==> src/rtl/vend_pkg.sv <==
// Shared types and fixed pricing for the vending-machine transaction core.
package vend_pkg;

    typedef enum logic [1:0] {
        ST_IDLE     = 2'd0,
        ST_DISPENSE = 2'd1,
        ST_CHANGE   = 2'd2
    } state_t;

    localparam int NUM_ITEMS   = 4;
    localparam int COIN_100    = 100;
    localparam int COIN_500    = 500;
    localparam int CHANGE_UNIT = 100;

    localparam int PRICE [NUM_ITEMS] = '{300, 500, 700, 1000};

    function automatic int price_of(input logic [1:0] idx);
        return PRICE[idx];
    endfunction

endpackage

==> src/rtl/vend_stock_counter.sv <==
// Per-item stock down-counter: loads STOCK_INIT on reset, saturates at zero.
module vend_stock_counter #(
    parameter int STOCK_W    = 4,
    parameter int STOCK_INIT = 5
) (
    input  logic clk,
    input  logic reset,
    input  logic dec,
    output logic zero
);

    logic [STOCK_W-1:0] count_q, count_d;

    always_comb begin
        count_d = count_q;
        if (dec && (count_q != '0)) begin
            count_d = count_q - STOCK_W'(1);
        end
    end

    // NOTE: sequential state uses non-blocking assignments only.
    always_ff @(posedge clk or posedge reset) begin
        if (reset) begin
            count_q <= STOCK_W'(STOCK_INIT);
        end else begin
            count_q <= count_d;
        end
    end

    assign zero = (count_q == '0);

endmodule

==> src/rtl/vend_controller.sv <==
// Vending-machine transaction core: coin credit, buy validation, timed dispense, change return.
// Optional idle auto-return of credit is enabled by defining VEND_AUTO_RETURN_EN.
module vend_controller
    import vend_pkg::*;
#(
    parameter int CREDIT_W        = 11,
    parameter int MAX_CREDIT      = 2000,
    parameter int STOCK_W         = 4,
    parameter int STOCK_INIT      = 5,
    parameter int DISPENSE_CYCLES = 4
`ifdef VEND_AUTO_RETURN_EN
    ,
    parameter int IDLE_TIMEOUT    = 1000
`endif
) (
    input  logic                clk,
    input  logic                reset,
    input  logic [3:0]          buy_pulse,
    input  logic [1:0]          coin_pulse,
    input  logic                return_pulse,
    output logic [CREDIT_W-1:0] credit,
    output logic [3:0]          dispense,
    output logic [3:0]          sold_out,
    output logic                change_100,
    output logic                coin_reject,
    output logic                err,
    output logic                busy
);

    localparam int CNT_W = (DISPENSE_CYCLES > 1) ? $clog2(DISPENSE_CYCLES) : 1;
    localparam int SUM_W = CREDIT_W + 1;

    state_t              state_q, state_d;
    logic [CREDIT_W-1:0] credit_q, credit_d;
    logic [3:0]          dispense_q, dispense_d;
    logic [CNT_W-1:0]    disp_cnt_q, disp_cnt_d;
    logic                phase_q, phase_d;
    logic                change_q, change_d;
    logic                coin_reject_q, coin_reject_d;
    logic                err_q, err_d;

    logic [3:0]          stock_dec;
    logic [3:0]          stock_zero;
    logic                buy_one_hot;
    logic [1:0]          buy_idx;
    logic [CREDIT_W-1:0] price;
    logic [CREDIT_W-1:0] coin_val;
    logic [CREDIT_W-1:0] credit_add;
    logic [CREDIT_W-1:0] credit_sub;
    logic [SUM_W-1:0]    coin_sum;
    logic                coin_ok;
    logic                buy_ok;
    logic                ret_ok;
    logic                change_fire;
    logic                auto_ret;

`ifdef VEND_AUTO_RETURN_EN
    localparam int IDLE_W = $clog2(IDLE_TIMEOUT + 1);

    logic [IDLE_W-1:0] idle_cnt_q, idle_cnt_d;
    logic              idle_cond;

    always_comb begin
        idle_cond  = (state_q == ST_IDLE) && (credit_q != '0) && (buy_pulse == 4'd0)
                     && (coin_pulse == 2'd0) && !return_pulse;
        auto_ret   = idle_cond && (idle_cnt_q == IDLE_W'(IDLE_TIMEOUT - 1));
        idle_cnt_d = (idle_cond && !auto_ret) ? idle_cnt_q + IDLE_W'(1) : '0;
    end

    always_ff @(posedge clk or posedge reset) begin
        if (reset) begin
            idle_cnt_q <= '0;
        end else begin
            idle_cnt_q <= idle_cnt_d;
        end
    end
`else
    assign auto_ret = 1'b0;
`endif

    // Request decode; buys are judged against the credit before any same-cycle coin.
    always_comb begin
        case (buy_pulse)
            4'b0010: buy_idx = 2'd1;
            4'b0100: buy_idx = 2'd2;
            4'b1000: buy_idx = 2'd3;
            default: buy_idx = 2'd0;
        endcase
        buy_one_hot = (buy_pulse != 4'd0) && ((buy_pulse & (buy_pulse - 4'd1)) == 4'd0);
        price       = CREDIT_W'(price_of(buy_idx));
        coin_val    = coin_pulse[1] ? CREDIT_W'(COIN_500) : CREDIT_W'(COIN_100);
        coin_sum    = {1'b0, credit_q} + {1'b0, coin_val};
        coin_ok     = ((coin_pulse == 2'b01) || (coin_pulse == 2'b10)) && (state_q != ST_CHANGE)
                      && (coin_sum <= SUM_W'(MAX_CREDIT));
        buy_ok      = (state_q == ST_IDLE) && buy_one_hot && !stock_zero[buy_idx]
                      && (credit_q >= price);
        ret_ok      = (state_q == ST_IDLE) && (return_pulse || auto_ret) && (credit_q != '0)
                      && !buy_ok;
        change_fire = ret_ok || ((state_q == ST_CHANGE) && phase_q);
    end

    always_comb begin
        // NOTE: every signal gets a default first so no path infers a latch.
        state_d       = state_q;
        dispense_d    = dispense_q;
        disp_cnt_d    = disp_cnt_q;
        phase_d       = phase_q;
        credit_add    = coin_ok ? coin_val : '0;
        credit_sub    = buy_ok ? price : (change_fire ? CREDIT_W'(CHANGE_UNIT) : '0);
        credit_d      = credit_q + credit_add - credit_sub;
        stock_dec     = buy_ok ? buy_pulse : 4'd0;
        change_d      = change_fire;
        coin_reject_d = (coin_pulse != 2'd0) && !coin_ok;
        err_d         = (buy_pulse != 4'd0) && !buy_ok;

        case (state_q)
            ST_IDLE: begin
                if (buy_ok) begin
                    state_d    = ST_DISPENSE;
                    dispense_d = buy_pulse;
                    disp_cnt_d = CNT_W'(DISPENSE_CYCLES - 1);
                end else if (ret_ok) begin
                    phase_d = 1'b0;
                    if (credit_d != '0) begin
                        state_d = ST_CHANGE;
                    end
                end
            end
            ST_DISPENSE: begin
                if (disp_cnt_q == '0) begin
                    state_d    = ST_IDLE;
                    dispense_d = 4'd0;
                end else begin
                    disp_cnt_d = disp_cnt_q - CNT_W'(1);
                end
            end
            ST_CHANGE: begin
                // Pulses land on alternate cycles; the phase bit marks the pulse cycle.
                phase_d = !phase_q;
                if (phase_q && (credit_d == '0)) begin
                    state_d = ST_IDLE;
                end
            end
            default: state_d = ST_IDLE;
        endcase
    end

    always_ff @(posedge clk or posedge reset) begin
        if (reset) begin
            state_q       <= ST_IDLE;
            credit_q      <= '0;
            dispense_q    <= 4'd0;
            disp_cnt_q    <= '0;
            phase_q       <= 1'b0;
            change_q      <= 1'b0;
            coin_reject_q <= 1'b0;
            err_q         <= 1'b0;
        end else begin
            state_q       <= state_d;
            credit_q      <= credit_d;
            dispense_q    <= dispense_d;
            disp_cnt_q    <= disp_cnt_d;
            phase_q       <= phase_d;
            change_q      <= change_d;
            coin_reject_q <= coin_reject_d;
            err_q         <= err_d;
        end
    end

    for (genvar i = 0; i < NUM_ITEMS; i++) begin : g_stock
        vend_stock_counter #(
            .STOCK_W    (STOCK_W),
            .STOCK_INIT (STOCK_INIT)
        ) u_stock (
            .clk   (clk),
            .reset (reset),
            .dec   (stock_dec[i]),
            .zero  (stock_zero[i])
        );
    end

    assign credit      = credit_q;
    assign dispense    = dispense_q;
    assign sold_out    = stock_zero;
    assign change_100  = change_q;
    assign coin_reject = coin_reject_q;
    assign err         = err_q;
    assign busy        = (state_q != ST_IDLE);

endmodule

==> config.mk <==
export PLATFORM = sky130hd
export DESIGN_NAME = vend_controller
export DESIGN_NICKNAME = d
export VERILOG_FILES = /design/src/rtl/vend_pkg.sv /design/src/rtl/vend_stock_counter.sv /design/src/rtl/vend_controller.sv
export SDC_FILE = /design/constraint.sdc
export NUM_CORES = 1
export LEC_CHECK = 0
export CAP_MARGIN = 30
export CORE_MARGIN = 2
export CORE_UTILIZATION = 50
export DETAILED_ROUTE_END_ITERATION = 12
export HOLD_SLACK_MARGIN = 0.06
export PLACE_DENSITY = 0.77
export RECOVER_POWER = 25
export SLEW_MARGIN = 20
export SYNTH_ARGS = -nofsm -noshare
export SYNTH_HDL_FRONTEND = slang
export SYNTH_SLANG_ARGS = --single-unit
==> constraint.sdc <==
create_clock -name clk -period 4.3 [get_ports clk]
set_input_delay 0.86 -clock clk [delete_from_list [all_inputs] [get_ports clk]]
set_output_delay 0.86 -clock clk [all_outputs]
set_load 0.02 [all_outputs]
* After elaboration in Yosys (flattened, before gate mapping) *
Index checks and enable logic that the tools add are counted.

storage, ports and cells
  word-level logic and storage cells = 115
  bits in registers = 39

cells by class
  reduce and logical (&&, ||, !) cells = 46
  bitwise operators = 2
  mux-type cells = 26
  add/subtract/negate cells = 9
  magnitude comparators = 4
  equality and inequality tests = 16

operator list
  cell                                                                                 count
  32-bit binary-select mux with 2-bit select                                           1
  11-bit two-way mux                                                                   3
  11-bit nonzero test                                                                  2
  4-bit zero test                                                                      5
  4-bit nonzero test                                                                   5
  4-bit by 1-bit subtractor with 4-bit output (second input constant)                  5
  9-bit two-way mux                                                                    2
  1-bit logical AND                                                                    17
  2-bit two-way mux                                                                    7
  11-bit by 9-bit adder with 12-bit output                                             1
  12-bit by 11-bit less-or-equal comparator with 1-bit output (second input constant)  1
  4-bit two-way mux                                                                    3
  2-bit inequality test (second input constant)                                        6
  2-bit one-hot mux with 3 select lines                                                2
  11-bit by 9-bit adder with 11-bit output                                             1
  11-bit >= comparator                                                                 1
  11-bit zero test                                                                     1
  11-bit subtractor                                                                    1
  3-bit AND reduction                                                                  3
  4-bit one-hot mux with 2 select lines                                                1
  2-bit nonzero test                                                                   4
  7-bit two-way mux                                                                    1
  4-bit AND                                                                            1
  2-bit by 1-bit equality test with 1-bit output (second input constant)               2
  other kinds (19)                                                                     27

* Logic depth before layout (Yosys ltp) *
Gate-level depths: netlist (run 1).

  depth after elaboration = 19
  mapped depth = 23

* Cells and area by module *
A second synthesis (run 1) with hierarchy kept.

unflattened totals
  cell total of the unflattened synthesis = 309
  area, all modules = 2885.3 µm²

modules (own cells, without submodules)
  module              cells an instance  area each (µm²)  times used  sequential area each (µm²)
  vend_controller     233                2054.5           1           525.5
  vend_stock_counter  19                 207.7            4           102.6

* Worst setup path before layout (run 1) *
OpenSTA, ideal clock, no wires.

  path type = input to register
  start = input buy_pulse[3]
  end = register state_q[1]
  slack = -1.167 ns
  path buffers = 1
  cell stages on the path = 20
  data required time = 4.160 ns
  arrival = 5.327 ns
  setup time = 0.140 ns
  path through = buf_6 xnor2_2 or3_1 ha_1 ha_1 a2111oi_0 nand2_1 a21oi_1 nor3_4 a211oi_2 a21oi_1 fa_1 inv_1 fa_1 a211oi_1 o21bai_1 a21oi_1 xnor2_1 o41ai_1 o211ai_2

between the ends
  longest elaborated chain between the ends = 18

RTL lines
  element                                                     RTL line                source
  start: declaration                                          vend_controller.sv:18   input logic [3:0] buy_pulse,
  4-bit equality test, or another cell as far along           vend_controller.sv:83   case (buy_pulse)
  2-bit one-hot mux with 3 select lines                       vend_controller.sv:83
  2-bit NOT with 3-bit output (not written as such)           vend_pkg.sv:18          return PRICE[idx];
  32-bit binary-select mux with 2-bit select                  vend_pkg.sv:18
  11-bit two-way mux (not written as such) (2 in series)      vend_pkg.sv:18
  11-bit >= comparator                                        vend_controller.sv:96   && (credit_q >= price);
  1-bit logical AND                                           vend_controller.sv:96
  1-bit zero test                                             vend_controller.sv:98   && !buy_ok;
  (+2 left out)                                               n/a
  7-bit two-way mux                                           vend_controller.sv:109  credit_sub = buy_ok ? price : (change_fire ? CREDIT_W'(CHANGE_UNIT) : '0);
  11-bit two-way mux *                                        vend_controller.sv:109
  11-bit subtractor *                                         vend_controller.sv:110  credit_d = credit_q + credit_add - credit_sub;
  net credit_d[2]                                             vend_controller.sv:34   logic [CREDIT_W-1:0] credit_q, credit_d;
  11-bit zero test                                            vend_controller.sv:140  if (phase_q && (credit_d == '0)) begin
  1-bit logical AND                                           vend_controller.sv:140
  2-bit by 1-bit inequality test with 1-bit output (no line)  n/a
  4-bit AND reduction (no line) *                             n/a
  end signal: assignment                                      vend_controller.sv:159  state_q <= state_d;
  end: declaration                                            vend_controller.sv:33   state_t state_q, state_d;

Mark *: on every way through the listed nets, which the timed path passes. The rest lies on a longest branch. The select of a mux whose other input is x is not followed.
A chain may end at the register's enable or synchronous reset.

* Final worst setup path (run 1) *
  start = input buy_pulse[2]
  end = register state_q[1]

The elaborated chain is that of the path after synthesis.

==> results.cfg, run 1 <==
[run_status]
status = complete, but fails checks
violations = negative setup slack

[power_and_ir_drop]
cellInternalPower_w = 0.000510
switching_power_w = 0.000179
p_sw_share_pct = 25.9
pwr-share-comb_pct = 14.1
ir_drop_uv = 180
p_leak_nw = 1.88
seqPwrFrac_pct = 50.7
p_per_area_nw_per_um2 = 164
pwr-share-clk_pct = 35.3

[synth]
syn_inst = 288
async_flop_share_pct = 100
muxShareOfSynthArea_pct = 1.75
synth_compound_area_share_pct = 14.0
synth_fa_ha_area_share_pct = 18.4
synth_edf_count = 0
synth_flop_cell = dfrtp_1
synth_seq_area_share_pct = 32.7
synth_seq_cells = 37
synthSimpleGateAreaFrac_pct = 18.0
netlist_area_um2 = 2860
synth_top_family_by_area = adder cells
ys_types = 58
yosys_warnings = 0
synth_xor_area_share_pct = 6.38
syn_avg_cell_area_um2 = 9.94

[routing]
post_drt_wl_per_cell_um = 19.1
vias = 2572
drtPass1Iterations = 4
ant_nets = 0
routed_wl_um = 8850
detail_route.iter0.violations = 159
drcViolationCount = 0
avgViaCountPerCell = 5.57

[place]
place_congestion = 0.864
port_buffers = 29
dpl.hpwl_um = 5400
placed_area_um2 = 3780

[grt]
met2_usage_pct = 46.1
grt_pass1_vias = 2622
grt_pass1_wl_um = 13000
globalRouteMet3Util_pct = 5.09
gr-usage-all-layers_pct = 26.8
antenna_found_initial = 0
grt_max_degree = 24
use_met1_pct = 33.0
grt-ovfl-total = 0
busiest_layer = met2

[setup_path]
worstPathMaxFanout = 5
start_kind = input pin
endpoint_kind = flop
worst-setup-path-type = in -> reg
required_ps = 4470
arrival_ps = 5300

[clock_network]
cts.clk_slew.worst_paths_ps = 80
root_buffer = clkbuf_8
htree_levels = 2
cts_tree = done
cts.sinks = 37
cts_made_buffers = 5
ctsHoldBuffers = 0
clk_path_buf_depth = 2
clk_latency_ps = 300

[floorplanning]
die_w_um = 79.7
ios = 32
core-area_um2 = 5510
initial_core_util_pct = 52.0
die_h_um = 79.7
num_rows = 27
dieArea_um2 = 6350

[timing]
rsz0062_at_grt = true
finalClockSkew_ps = 8.10
hold_violations = 0
relSlewSlack_pct = 43.1
worst_pin_slew_ps = 853
fin_crit_ps = 5130
fmax_mhz = 195
setup_ws_ps = -826
final-setup-viol-count = 6
report.final.slew_viol_count = 0
post-route-period-util_pct = 119

[final_layout]
fin_util_pct = 76.2
fillCellCount = 336
area_growth_pct = 46.5
fin_area_um2 = 4200
final_common_cell = buf_4
layout_common_cells = 69 x buf_4, 31 x inv_1, 29 x dfrtp_1, 24 x clkdlybuf4s50_1, 21 x ha_1
drive_above_1_share_pct = 42.6
layout.nets = 436
antennaDiodeCount = 0

[hold_path]
hold_class = reg -> reg

[flow_run]
maxCapViolations = 0
through the flow:
step           total power (W)  hold WS (ps)  setup slack, ps  instances  TNS [ps]
6_report              0.000689           475             -826        462     -2560
5_1_grt               0.000714           498             -930        462     -3360
4_1_cts               0.000686           477             -659        458     -1960
3_5_place_dp          0.000446           464            -1440        438     -8330
3_3_place_gp          0.000440           461            -1340        437     -7480
2_1_floorplan         0.000411           445             -735        289     -2180
worst max-delay path: stages:
cell,delay (ps)
buf_8,110
buf_6,110
or3_4,420
inv_1,110
ha_1,180
inv_1,50
ha_1,280
nor2b_2,50
o21ai_2,170
a21oi_4,90
buf_4,150
buf_4,140
nor4_2,430
fa_1,560
inv_1,100
ha_1,270
buf_4,190
buf_4,150
nand2_1,60
nor2_1,60
o21ai_2,60
o211ai_1,160
buf_4,190
nor4_4,260
o211ai_2,90
Yosys cell counts (all sizes together), types with 2 or more instances:
cell type	number	area [um2]
ha	31	388
o211ai	5	42.5
or2	2	12.5
a31oi	2	27.5
dfstp	8	210
a211oi	3	27.5
nand2	19	78.8
nor3b	5	37.5
xor2	2	17.5
dfrtp	29	726
a22o	4	35.0
o21ai	8	40.0
nor2	14	52.6
buf	12	103
nor2b	4	25.0
nor4	4	25.0
xnor2	18	165
mux2i	5	50.1
fa	7	140
nor3	12	82.6
inv	38	143
nand2b	8	50.1
nand3	10	90.1
o31ai	2	33.8
a21oi	15	75.1
layer usage:
layer | routed length (um) | vias to the layer above
li1 | - | 1189
met1 | 3680 | 1249
met2 | 4330 | 97
met3 | 475 | 37
met4 | 362 | 0
met5 | 0 | -
timing repair:
action	4_1_cts	5_1_grt
endpoints found under the setup margin	9	8
pin swaps	29	17
resized for setup	49	24
buffers inserted	19	7
registers in the layout, summed over array words and instances, names as in the netlist:
register / cells
phase_q: 1
dispense: 4
state_q: 2
coin_reject: 1
disp_cnt_q: 2
g_stock.u_stock.count_q: 16
credit: 9
change_100: 1
err: 1
final cells by class:
class                      instances  area, um2  share of cell area, %
tap                               72       90.1                   2.15
sequential                        37        936                   22.3
multi-input combinational        202       2060                   49.0
inverter                          38        145                   3.46
clock buffer                       6       72.6                   1.73
clock inverter                     2       10.0                  0.239
timing repair buffer             105        886                   21.1
power groups by stage:
stage	Combinational [W]	Clock [W]	Sequential, W
3_5_place_dp	0.0000901	0	0.000356
2_1_floorplan	0.0000543	0	0.000356
6_report	0.0000968	0.000243	0.000349
3_3_place_gp	0.0000843	0	0.000355
5_1_grt	0.000104	0.000261	0.000349
4_1_cts	0.0000947	0.000243	0.000349
worst paths after layout:
kind,startpoint,endpoint,slack (ps),cells past startpoint
worst max-delay path,buy_pulse[2],state_q[1],-830,25
worst min-delay path,g_stock[3].u_stock.count_q[3],g_stock[3].u_stock.count_q[3],470,1
worst max register to register,g_stock[3].u_stock.count_q[1],state_q[1],-250,17
worst min register to register,g_stock[3].u_stock.count_q[3],g_stock[3].u_stock.count_q[3],470,1
max in group asynchronous,reset,g_stock[3].u_stock.count_q[2],1960,4
min in group asynchronous,reset,g_stock[2].u_stock.count_q[3],990,2
cell families after synthesis:
logic type / count (synthesis)
simple gates: 86
compound gates: 51
buf+inv: 50
fa+ha+maj: 38
flops: 37
xor+xnor: 20
mux: 5
other cells: 1
No activity file was read; power rests on OpenSTA's default activity.
==> inputs of run 2 (changes only) <==
--- a/config.mk
+++ b/config.mk
@@ -12,6 +12,7 @@
 export HOLD_SLACK_MARGIN = 0.06
 export PLACE_DENSITY = 0.77
 export RECOVER_POWER = 25
+export SKIP_LAST_GASP = 1
 export SLEW_MARGIN = 20
 export SYNTH_ARGS = -nofsm -noshare
 export SYNTH_HDL_FRONTEND = slang
==> results.cfg, run 2 (synthesis gave the netlist of run 1 again) <==
[run_status]
status = complete, but fails checks
violations = negative setup slack

[timing]
whs_ps = 474
setup_ws_ps = -669
fin_crit_ps = 4970
report.final.slew_viol_count = 0
relSlewSlack_pct = 43.9
worst_pin_slew_ps = 841
post-route-period-util_pct = 116
finalClockSkew_ps = 4.53
fmax_mhz = 201
final-setup-viol-count = 6
rsz0062_at_grt = true
hold_violations = 0

[place]
dpl.hpwl_um = 5400
port_buffers = 29
place_congestion = 0.864
dp.cells = 438

[clock_network]
clk_latency_ps = 290
cts.clk_slew.worst_paths_ps = 80
clk_path_buf_depth = 2
cts_tree = done
root_buffer = clkbuf_8
cts_made_buffers = 5
ctsHoldBuffers = 0
htree_levels = 2
cts.sinks = 37

[grt]
grt_max_degree = 24
grt_pass1_vias = 2622
gr-usage-all-layers_pct = 26.8
antenna_found_initial = 0
grt-ovfl-total = 0
grt_pass1_wl_um = 13000

[routing]
ant_nets = 0
routed_wl_um = 8440
post_drt_wl_per_cell_um = 18.3
detail_route.iter0.violations = 140
vias = 2571
drtPass1Iterations = 4
drcViolationCount = 0
avgViaCountPerCell = 5.56

[setup_path]
endpoint_kind = flop
start_kind = input pin
rrSetupSlack_ps = -250
worstPathMaxFanout = 4
required_ps = 4470
worst-setup-path-type = in -> reg
arrival_ps = 5140

[final_layout]
antennaDiodeCount = 0
largest_reg_flops = 16
largest-register = g_stock.u_stock.count_q
final_common_cell = buf_4
fin_cells = 462
layout.nets = 436
drive_above_1_share_pct = 42.1
fillCellCount = 340
layout_common_cells = 71 x buf_4, 31 x inv_1, 29 x dfrtp_1, 24 x clkdlybuf4s50_1, 21 x ha_1
multi_input_area_um2 = 2040
area_growth_pct = 45.8
seq_area_um2 = 936

[floorplanning]
dieArea_um2 = 6350
initial_core_util_pct = 52.0
ios = 32
core-area_um2 = 5510
die_w_um = 79.7
die_h_um = 79.7
num_rows = 27

[hold_path]
hold_class = reg -> reg

[flow_run]
maxCapViolations = 0

[power_and_ir_drop]
p_leak_nw = 1.88
p_sw_share_pct = 25.7
p_per_area_nw_per_um2 = 164
seqPwrFrac_pct = 50.9
pwr-share-clk_pct = 34.8
cellInternalPower_w = 0.000510
ir_drop_uv = 178
total_power_w = 0.000686
pwr-share-comb_pct = 14.3
switching_power_w = 0.000176
-- run 2: cell counts in the layout (fill, tap and decap cells not counted) --
Identical to the previous run, type by type.
-- run 2: worst max-delay path: stages --
cell	delay [ps]
buf_8	110
buf_6	110
or3_4	430
inv_1	110
ha_1	180
inv_1	50
ha_1	280
nor2b_2	50
o21ai_2	170
a21oi_4	90
buf_4	150
nor4_1	280
buf_4	160
fa_1	410
inv_1	130
ha_4	240
nor2_2	200
a211oi_2	90
buf_4	170
nor3_4	170
o2111ai_2	190
o41ai_2	390
o211ai_2	120
-- run 2: repair_timing --
action / 4_1_cts / 5_1_grt
pin swaps: 29 / 17
endpoints found under the setup margin: 9 / 8
resized for setup: 48 / 19
setup buffers: 19 / 7
-- run 2: cell type report --
class,count,share of cell area [%]
Clock inverter,2,0.240
Multi-Input combinational cell,202,48.9
Tap cell,72,2.16
Clock buffer,6,1.74
Inverter,38,3.48
Timing Repair Buffer,105,21.0
Sequential cell,37,22.4
-- run 2: final timing paths --
check	startpoint	endpoint	cells after the start
setup / recovery	buy_pulse[2]	state_q[1]	23
hold / removal	g_stock[3].u_stock.count_q[3]	g_stock[3].u_stock.count_q[3]	1
setup reg to reg	g_stock[3].u_stock.count_q[1]	state_q[1]	19
hold reg to reg	g_stock[3].u_stock.count_q[3]	g_stock[3].u_stock.count_q[3]	1
max in group asynchronous	reset	g_stock[3].u_stock.count_q[2]	4
min in group asynchronous	reset	err	2
-- run 2: metrics by stage --
| step | util (%) | TNS [ps] | cell area, um2 | setup slack [ps] |
|---|---|---|---|---|
| 2_1_floorplan | - | -2180 | 3050 | -735 |
| 3_3_place_gp | 68.1 | -7480 | 3750 | -1340 |
| 3_5_place_dp | 68.6 | -8330 | 3780 | -1440 |
| 4_1_cts | 74.6 | -1970 | 4110 | -659 |
| 5_1_grt | 75.8 | -2910 | 4180 | -807 |
| 6_report | 75.8 | -1990 | 4180 | -669 |
-- run 2: routing by layer --
layer	global-route usage (%)	routed length, um	vias up
met3	5.09	381	32
met5	0	0	-
met2	46.1	4140	90
met4	10.7	317	0
met1	33.0	3600	1259
li1	-	-	1190
-- run 2: power groups by stage --
stage	clock network [W]	registers (W)	logic, W
after global routing	0.000260	0.000349	0.000105
after CTS	0.000243	0.000349	0.0000947
after detailed placement	0	0.000356	0.0000901
after global placement	0	0.000355	0.0000843
final	0.000239	0.000349	0.0000980
after floorplan	0	0.000356	0.0000543
==> inputs of run 3 (changes only) <==
--- a/config.mk
+++ b/config.mk
@@ -12,8 +12,9 @@
 export HOLD_SLACK_MARGIN = 0.06
 export PLACE_DENSITY = 0.77
 export RECOVER_POWER = 25
+export REMOVE_ABC_BUFFERS = 1
+export SETUP_SLACK_MARGIN = 0.4
 export SKIP_LAST_GASP = 1
-export SLEW_MARGIN = 20
 export SYNTH_ARGS = -nofsm -noshare
 export SYNTH_HDL_FRONTEND = slang
 export SYNTH_SLANG_ARGS = --single-unit
==> results.cfg, run 3 (synthesis gave the netlist of run 1 again) <==
[clock_network]
clk_path_buf_depth = 2
cts.sinks = 37
clk_latency_ps = 300
cts.clk_slew.worst_paths_ps = 80
cts_made_buffers = 5
htree_levels = 2
root_buffer = clkbuf_8
cts_tree = done

[grt]
gr-usage-all-layers_pct = 29.8
grt_max_degree = 24
grt-ovfl-total = 0
grt_pass1_vias = 2888
grt_pass1_wl_um = 14300
antenna_found_initial = 0

[timing]
relSlewSlack_pct = 11.0
fmax_mhz = 192
final-setup-viol-count = 7
fin_crit_ps = 5200
report.final.slew_viol_count = 0
worst_pin_slew_ps = 1330
finalClockSkew_ps = 8.41
hold_violations = 0
post-route-period-util_pct = 121
rsz0062_at_grt = true
setup_ws_ps = -904
setup-tns-final_ps = -3230

[floorplanning]
initial_core_util_pct = 52.0
ios = 32
die_h_um = 79.7
die_w_um = 79.7
core-area_um2 = 5510
dieArea_um2 = 6350
num_rows = 27

[setup_path]
path_buf_inv = 11
crit_top_cell = buf_4
worstReg2RegStart = g_stock[3].u_stock.count_q[1]
cpMaxStageDelayCell = a2111o_1
arrival_ps = 5420
required_ps = 4520
endpoint_kind = flop
critPathLaunch = buy_pulse[3]
critical-path-max-stage-delay_ps = 410
worstPathMaxFanout = 5
cp_top_family = buffers and inverters
worst-setup-path-type = in -> reg
start_kind = input pin

[routing]
avgViaCountPerCell = 5.80
post_drt_wl_per_cell_um = 20.9
detail_route.iter0.violations = 187
wl_met3_um = 581
vias = 2759
routed_wl_um = 9930
ant_nets = 0
maxUsedRoutingLayer = met4
m1WireLength_um = 3670
drtPass1Iterations = 4
drcViolationCount = 0
wl_met2_um = 5170

[power_and_ir_drop]
ir_drop_uv = 112
p_per_area_nw_per_um2 = 165
p_leak_nw = 1.98

[place]
port_buffers = 29
dpl.hpwl_um = 5270
place_congestion = 0.945
dp.cells = 444

[final_layout]
fin_cells = 476
drive_above_1_share_pct = 45.8
largest_reg_flops = 16
final_common_cell = buf_4
layout_common_cells = 74 x buf_4, 31 x inv_1, 29 x dfrtp_1, 24 x clkdlybuf4s50_1, 18 x ha_1
largest-register = g_stock.u_stock.count_q
fin_util_pct = 79.7
antennaDiodeCount = 0
layout.nets = 450
area_growth_pct = 53.2

[hold_path]
hold_class = reg -> reg
worstHoldStart = g_stock[3].u_stock.count_q[3]

[run_status]
violations = negative setup slack
status = complete, but fails checks

[flow_run]
maxCapViolations = 0
-- run 3: worst paths after layout --
path | end | slack (ps) | cells after the start
setup / recovery | state_q[1] | -900 | 26
hold / removal | g_stock[3].u_stock.count_q[3] | 480 | 1
setup reg to reg | state_q[1] | -370 | 20
hold reg to reg | g_stock[3].u_stock.count_q[3] | 480 | 1
max in group asynchronous | coin_reject | 2010 | 3
min in group asynchronous | dispense[0] | 1060 | 3
-- run 3: layout make-up --
class | instances | area, um2
Inverter | 38 | 145
Sequential cell | 37 | 936
Clock buffer | 6 | 82.6
Fill cell | 289 | 1120
Multi-Input combinational cell | 202 | 2100
Tap cell | 72 | 90.1
Clock inverter | 2 | 13.8
Timing Repair Buffer | 119 | 1020
-- run 3: report_power, final --
part	internal (W)	total, W	switching, W
registers	0.000349	0.000349	0.000000209
logic	0.0000487	0.000103	0.0000545
clock network	0.000130	0.000272	0.000141
-- run 3: repair_timing --
item,CTS,global route
gates resized for setup,84,28
setup buffers,15,8
pin swaps,39,31
cloned,0,0
endpoints found under the setup margin,10,9
hold buffers,0,0
-- run 3: metrics by stage --
| step | hold slack (ps) | total power (W) | area, um2 | worst slack [ps] |
|---|---|---|---|---|
| 6_report | 484 | 0.000724 | 4390 | -904 |
| 5_1_grt | 498 | 0.000742 | 4390 | -1020 |
| 4_1_cts | 483 | 0.000705 | 4200 | -684 |
| 3_5_place_dp | 472 | 0.000426 | 3640 | -1680 |
| 3_3_place_gp | 458 | 0.000423 | 3640 | -1550 |
| 2_1_floorplan | 445 | 0.000387 | 2770 | -1240 |
-- run 3: routing by layer --
| metal | vias up | global-route usage (%) |
|---|---|---|
| met5 | - | 0 |
| met4 | 0 | 13.1 |
| met3 | 52 | 5.32 |
| met2 | 128 | 54.7 |
| met1 | 1364 | 33.5 |
| li1 | 1215 | - |
